--- src/rtl/multicycle_control.sv ---
// multicycle_control: Moore control FSM for a multicycle RV32I datapath
// (lw, sw, R-type, I-type ALU, beq, jal). Drives every mux select, write
// enable and the ALU operation from the current state and the IR fields.
// Optional feature: define MCCTRL_BNE_EN to execute funct3=001 in BEQ as bne.
module multicycle_control (
  input  logic       CLK,
  input  logic       rst,
  input  logic [6:0] op,
  input  logic [2:0] funct3,
  input  logic       funct7b5,
  input  logic       Zero,
  output logic       PCWrite,
  output logic       AdrSrc,
  output logic       MemWrite,
  output logic       IRWrite,
  output logic       RegWrite,
  output logic [1:0] ResultSrc,
  output logic [1:0] ALUSrcA,
  output logic [1:0] ALUSrcB,
  output logic [1:0] ImmSrc,
  output logic [2:0] ALUControl,
  output logic       illegal,
  output logic [3:0] state
);

  typedef enum logic [3:0] {
    S_FETCH    = 4'd0,
    S_DECODE   = 4'd1,
    S_MEMADR   = 4'd2,
    S_MEMREAD  = 4'd3,
    S_MEMWB    = 4'd4,
    S_MEMWRITE = 4'd5,
    S_EXECUTER = 4'd6,
    S_ALUWB    = 4'd7,
    S_EXECUTEI = 4'd8,
    S_JAL      = 4'd9,
    S_BEQ      = 4'd10
  } state_t;

  localparam logic [6:0] OP_LW    = 7'b0000011;
  localparam logic [6:0] OP_SW    = 7'b0100011;
  localparam logic [6:0] OP_RTYPE = 7'b0110011;
  localparam logic [6:0] OP_ITYPE = 7'b0010011;
  localparam logic [6:0] OP_JAL   = 7'b1101111;
  localparam logic [6:0] OP_BEQ   = 7'b1100011;

  state_t     state_r;
  state_t     next_s;
  state_t     out_state_s;
  logic       pc_update_s;
  logic       branch_s;
  logic       taken_s;
  logic       mem_write_s;
  logic       ir_write_s;
  logic       reg_write_s;
  logic       op_legal_s;
  logic [1:0] aluop_s;

  // Opcode legality, used for both the DECODE dispatch and the illegal pulse
  always_comb begin
    case (op)
      OP_LW, OP_SW, OP_RTYPE, OP_ITYPE, OP_JAL, OP_BEQ: op_legal_s = 1'b1;
      default:                                          op_legal_s = 1'b0;
    endcase
  end

  // Next-state logic; unreachable codes fall back to FETCH
  always_comb begin
    next_s = S_FETCH;
    case (state_r)
      S_FETCH:    next_s = S_DECODE;
      S_DECODE: begin
        case (op)
          OP_LW, OP_SW: next_s = S_MEMADR;
          OP_RTYPE:     next_s = S_EXECUTER;
          OP_ITYPE:     next_s = S_EXECUTEI;
          OP_JAL:       next_s = S_JAL;
          OP_BEQ:       next_s = S_BEQ;
          default:      next_s = S_FETCH;
        endcase
      end
      S_MEMADR: begin
        if (op == OP_LW) begin
          next_s = S_MEMREAD;
        end else begin
          next_s = S_MEMWRITE;
        end
      end
      S_MEMREAD:  next_s = S_MEMWB;
      S_EXECUTER: next_s = S_ALUWB;
      S_EXECUTEI: next_s = S_ALUWB;
      S_JAL:      next_s = S_ALUWB;
      S_MEMWB:    next_s = S_FETCH;
      S_MEMWRITE: next_s = S_FETCH;
      S_ALUWB:    next_s = S_FETCH;
      S_BEQ:      next_s = S_FETCH;
      default:    next_s = S_FETCH;
    endcase
  end

  // State register; reset abandons any partial instruction
  always_ff @(posedge CLK) begin
    if (rst) begin
      state_r <= S_FETCH;
    end else begin
      state_r <= next_s;
    end
  end

  // While in reset the outputs present the FETCH decode
  always_comb begin
    if (rst) begin
      out_state_s = S_FETCH;
    end else begin
      out_state_s = state_r;
    end
  end

  assign state = out_state_s;

  // Moore decode of the per-state control values
  always_comb begin
    pc_update_s = 1'b0;
    branch_s    = 1'b0;
    aluop_s     = 2'b00;
    AdrSrc      = 1'b0;
    mem_write_s = 1'b0;
    ir_write_s  = 1'b0;
    reg_write_s = 1'b0;
    ResultSrc   = 2'b00;
    ALUSrcA     = 2'b00;
    ALUSrcB     = 2'b00;
    case (out_state_s)
      S_FETCH: begin
        ir_write_s  = 1'b1;
        ALUSrcB     = 2'b10;
        ResultSrc   = 2'b10;
        pc_update_s = 1'b1;
      end
      S_DECODE: begin
        ALUSrcA = 2'b01;
        ALUSrcB = 2'b01;
      end
      S_MEMADR: begin
        ALUSrcA = 2'b10;
        ALUSrcB = 2'b01;
      end
      S_MEMREAD: AdrSrc = 1'b1;
      S_MEMWB: begin
        ResultSrc   = 2'b01;
        reg_write_s = 1'b1;
      end
      S_MEMWRITE: begin
        AdrSrc      = 1'b1;
        mem_write_s = 1'b1;
      end
      S_EXECUTER: begin
        ALUSrcA = 2'b10;
        aluop_s = 2'b10;
      end
      S_EXECUTEI: begin
        ALUSrcA = 2'b10;
        ALUSrcB = 2'b01;
        aluop_s = 2'b10;
      end
      S_ALUWB: reg_write_s = 1'b1;
      S_JAL: begin
        ALUSrcA     = 2'b01;
        ALUSrcB     = 2'b10;
        pc_update_s = 1'b1;
      end
      S_BEQ: begin
        ALUSrcA  = 2'b10;
        aluop_s  = 2'b01;
        branch_s = 1'b1;
      end
      default: begin
        pc_update_s = 1'b0;
      end
    endcase
  end

  // Branch decision; Zero only matters while branch_s is set (BEQ state)
  always_comb begin
`ifdef MCCTRL_BNE_EN
    case (funct3)
      3'b000:  taken_s = branch_s & Zero;
      3'b001:  taken_s = branch_s & ~Zero;
      default: taken_s = 1'b0;
    endcase
`else
    taken_s = branch_s & Zero;
`endif
  end

  // Write enables and the illegal pulse are suppressed during reset
  always_comb begin
    if (rst) begin
      PCWrite  = 1'b0;
      MemWrite = 1'b0;
      IRWrite  = 1'b0;
      RegWrite = 1'b0;
      illegal  = 1'b0;
    end else begin
      PCWrite  = pc_update_s | taken_s;
      MemWrite = mem_write_s;
      IRWrite  = ir_write_s;
      RegWrite = reg_write_s;
      illegal  = (state_r == S_DECODE) & ~op_legal_s;
    end
  end

  // Immediate format follows the opcode in every state
  always_comb begin
    case (op)
      OP_SW:   ImmSrc = 2'b01;
      OP_BEQ:  ImmSrc = 2'b10;
      OP_JAL:  ImmSrc = 2'b11;
      default: ImmSrc = 2'b00;
    endcase
  end

  // ALU decoder; sub for R-type only (op[5] separates R from I encodings)
  always_comb begin
    case (aluop_s)
      2'b00: ALUControl = 3'b000;
      2'b01: ALUControl = 3'b001;
      2'b10: begin
        case (funct3)
          3'b000: begin
            if (op[5] & funct7b5) begin
              ALUControl = 3'b001;
            end else begin
              ALUControl = 3'b000;
            end
          end
          3'b010:  ALUControl = 3'b101;
          3'b110:  ALUControl = 3'b011;
          3'b111:  ALUControl = 3'b010;
          default: ALUControl = 3'b000;
        endcase
      end
      default: ALUControl = 3'b000;
    endcase
  end

endmodule

--- config.mk ---
export PLATFORM = sky130hd
export DESIGN_NAME = multicycle_control
export DESIGN_NICKNAME = d
export VERILOG_FILES = /design/src/rtl/multicycle_control.sv
export SDC_FILE = /design/constraint.sdc
export NUM_CORES = 1
export LEC_CHECK = 0
export CELL_PAD_IN_SITES_DETAIL_PLACEMENT = 1
export CELL_PAD_IN_SITES_GLOBAL_PLACEMENT = 1
export CORE_ASPECT_RATIO = 0.7
export CORE_MARGIN = 2
export CORE_UTILIZATION = 25
export CTS_CLUSTER_DIAMETER = 50
export DETAILED_ROUTE_END_ITERATION = 16
export PLACE_DENSITY_LB_ADDON = 0.1
export SETUP_SLACK_MARGIN = 0.1
export SKIP_LAST_GASP = 1
export SLEW_MARGIN = 30
export SYNTH_ARGS = -nofsm -noshare
export SYNTH_HDL_FRONTEND = slang
export SYNTH_SLANG_ARGS = --single-unit
--- constraint.sdc ---
create_clock -name CLK -period 1.86 [get_ports CLK]
set_input_delay 0.279 -clock CLK [delete_from_list [all_inputs] [get_ports CLK]]
set_output_delay 0.279 -clock CLK [all_outputs]
set_load 0.005 [all_outputs]
==> results of run 1 <==
## per-stage QoR
stage / setup TNS, ns / cells / hold WS [ns] / setup slack [ns]
after floorplan: 0 / 90 / 0.420 / 0.110
after global placement: -6.47 / 184 / 0.622 / -0.772
after detailed placement: -7.20 / 184 / 0.670 / -0.882
after CTS: -0.162 / 198 / 0.602 / -0.0957
after global routing: -0.399 / 204 / 0.670 / -0.126
final: -0.160 / 204 / 0.658 / -0.103
## layout make-up
cell class	instances	area (um^2)
flip-flops and latches	4	92.6
inverters	9	36.3
multi-input cells	72	659
repair buffers	84	687
well taps	32	40.0
clock buffers	3	22.5
fillers	257	704
## metal layers
layer,global-route usage (%),up-vias
li1,-,483
met1,29.6,554
met2,59.1,79
met3,6.93,30
met4,10.4,0
met5,0,-
## timing repair
item | 4_1_cts | 5_1_grt
gates resized for setup | 93 | 22
pin swaps | 12 | 7
setup endpoints to repair | 21 | 14
setup buffers | 11 | 6
## final timing paths
check	cells after the start	startpoint	end
min reg2reg	3	state_r[1]	state_r[2]
min	5	rst	state_r[3]
max reg2reg	7	state_r[3]	state_r[2]
max	6	state_r[3]	illegal
## where the power goes
part	leakage, nW	internal (mW)	switching, mW
registers	0.0352	0.0847	0.00334
clock network	0.0138	0.0727	0.0426
logic	0.696	0.0922	0.0949
total	0.745	0.250	0.141
## worst register-to-register path, delay by kind of cell, from the launching register on
family,cells,cell delay [ns]
AO/OA/AOI/OAI,1,0.19
buffers and inverters,3,0.43
flip-flops,1,0.36
AND/OR/NAND/NOR,3,0.60
## cell usage after synthesis, types with 2 or more instances
cell type	number	share of area, %
a21oi_1	4	3.3
a31oi_1	2	2.0
buf_2	4	3.3
dfxtp_1	4	13
ha_1	2	4.1
inv_1	8	4.9
nand2_1	11	6.7
nand2b_1	7	7.1
nor2_1	7	4.3
nor3_1	9	7.3
nor4_1	3	3.0
o31a_1	2	2.8
o32ai_1	2	2.8
xnor2_1	2	2.8
xor2_1	2	2.8
## logic make-up after synthesis
kind of cell,share of synthesized area (%)
and+or+nand+nor,46.3
AOI/OAI and AO/OA,18.7
buffers and inverters,10.6
xor gates and xnor gates,5.69
DFF,13.0
adders and majority gates,5.69
## cell usage in the layout, fill, tap and decap left out, types with 2 or more instances in the layout
master / count
nand2_2: 4
nand2b_1: 5
buf_6: 6
nor4_4: 2
dfxtp_4: 3
inv_2: 3
nor3_2: 5
clkbuf_2: 2
ha_4: 2
a31oi_1: 2
buf_4: 43
dlymetal6s2s_1: 2
buf_2: 8
clkbuf_4: 3
a21oi_1: 4
inv_1: 5
clkdlybuf4s50_1: 6
nor3_1: 4
nand2_1: 6
nand2b_4: 3
dlygate4sd2_1: 15
nor2_1: 3
nor2_4: 4
xor2_1: 2
o31a_1: 2
==> flow_metrics.py, run 1 <==
metrics = {
    "final_layout": {
        "design_area_um2": 1540,
        "largest-register": "state_r",
        "nets": 190,
        "area_delta_synth_final_pct": 150,
        "n_antenna_cell": 0,
        "utilization_pct": 68.6,
        "layout-drive-gt1-share_pct": 59.9,
        "largest_register_ff_count": 4,
        "top_regs": "state_r: 4 flops",
    },
    "global_route": {
        "grt_usage_pct": 28.9,
        "grt.overflow.total": 0,
        "grt_max_degree": 9,
        "grt_pass1_vias": 1220,
        "antenna_found_initial": 0,
        "grt_pass1_wl_mm": 6.18,
    },
    "logic_synthesis": {
        "synth_edf_count": 0,
        "netlist_instances": 90,
        "syn_nets": 106,
        "synthArstFlopShare_pct": 0,
        "ys_types": 36,
        "ys.flop_type": "dfxtp_1",
        "syn_avg_cell_area_um2": 6.84,
        "yosysSeqAreaShare_pct": 13.0,
        "yosysWarnings": 0,
        "synthesis.area_um2": 616,
        "ys_seq_elements": 4,
    },
    "setup_path": {
        "critPathBufInv": 3,
        "cp.arrival_ns": 1.68,
        "path_max_fanout": 3,
        "path_class": "flop to primary output",
        "max_stage_delay_ns": 0.53,
        "crit_family": "simple AND/OR/NAND/NOR gates",
        "required_ns": 1.58,
        "crit_chain": "inv_4 -> buf_6 -> nor2_4 -> or4_4 -> nor3b_2 -> buf_2",
        "r2r_slack_ns": 0.20,
        "cpMaxStageDelayCell": "or4_4",
        "endpoint_kind": "primary output",
        "setup.worst_path.start_class": "flop",
    },
    "routing": {
        "ant_nets": 0,
        "highest-signal-layer": "met4",
        "vias": 1146,
        "route.met3.wl_um": 298,
        "wl_met2_mm": 2.48,
        "viasPerCell": 5.62,
        "drtPass1Iterations": 4,
        "drt_iter0_drc": 51,
        "routed_wl_mm": 4.90,
        "route.detailed.drc": 0,
        "wl_per_cell_um": 24.0,
        "drt-met1-wl_mm": 1.82,
    },
    "job": {
        "maxCapViolations": 0,
    },
    "timing": {
        "hold_viol_final": 0,
        "finalSetupViolCount": 2,
        "max_freq_mhz": 509,
        "fin_skew_ns": 0.00590,
        "fin_ws_ns": -0.103,
        "fin_crit_ns": 1.96,
        "rsz0062_at_grt": "true",
        "maxSlewHeadroom_pct": 75.9,
        "final_max_slew_viol_count": 0,
        "post-route-period-util_pct": 106,
        "worst_pin_slew_ns": 0.359,
    },
    "place": {
        "gp_congestion": 0.784,
        "portBuffers": 34,
        "hpwl_mm": 2.17,
        "placement.cell_area_um2": 1210,
    },
    "outcome": {
        "status": "complete, but fails checks",
        "violations": "setup timing",
    },
    "power_and_ir_drop": {
        "leakage_nw": 0.745,
        "p_per_area_nw_per_um2": 254,
        "total_power_uw": 390,
        "irDropWorstVdd_uv": 357,
    },
    "clocking": {
        "root_buffer": "clkbuf_4",
        "cts_tree": "done",
        "postCtsHoldBufs": 0,
        "clk_pin_slew_ns": 0.04,
        "cts_buffers": 3,
        "clock_path_buffers": 2,
        "htreeDepth": 1,
        "clock_sinks": 4,
        "clk_latency_ns": 0.24,
    },
    "die": {
        "io_pins": 35,
        "dieArea_um2": 2880,
        "die_y_um": 45.5,
        "core_area_um2": 2240,
        "die_w_um": 63.3,
        "start_util_pct": 27.5,
        "rows": 14,
    },
    "min_path": {
        "hp-class": "primary input to flop",
    },
}
No activity file was read; power rests on OpenSTA's default activity.
==> run 2: changes to the inputs <==
--- a/config.mk
+++ b/config.mk
@@ -12,6 +12,7 @@
 export CORE_UTILIZATION = 25
 export CTS_CLUSTER_DIAMETER = 50
 export DETAILED_ROUTE_END_ITERATION = 16
+export HOLD_SLACK_MARGIN = 0.05
 export PLACE_DENSITY_LB_ADDON = 0.1
 export SETUP_SLACK_MARGIN = 0.1
 export SKIP_LAST_GASP = 1
==> results of run 2 <==
Same layout as run 1: the final DEF is identical, and so are final timing and power.
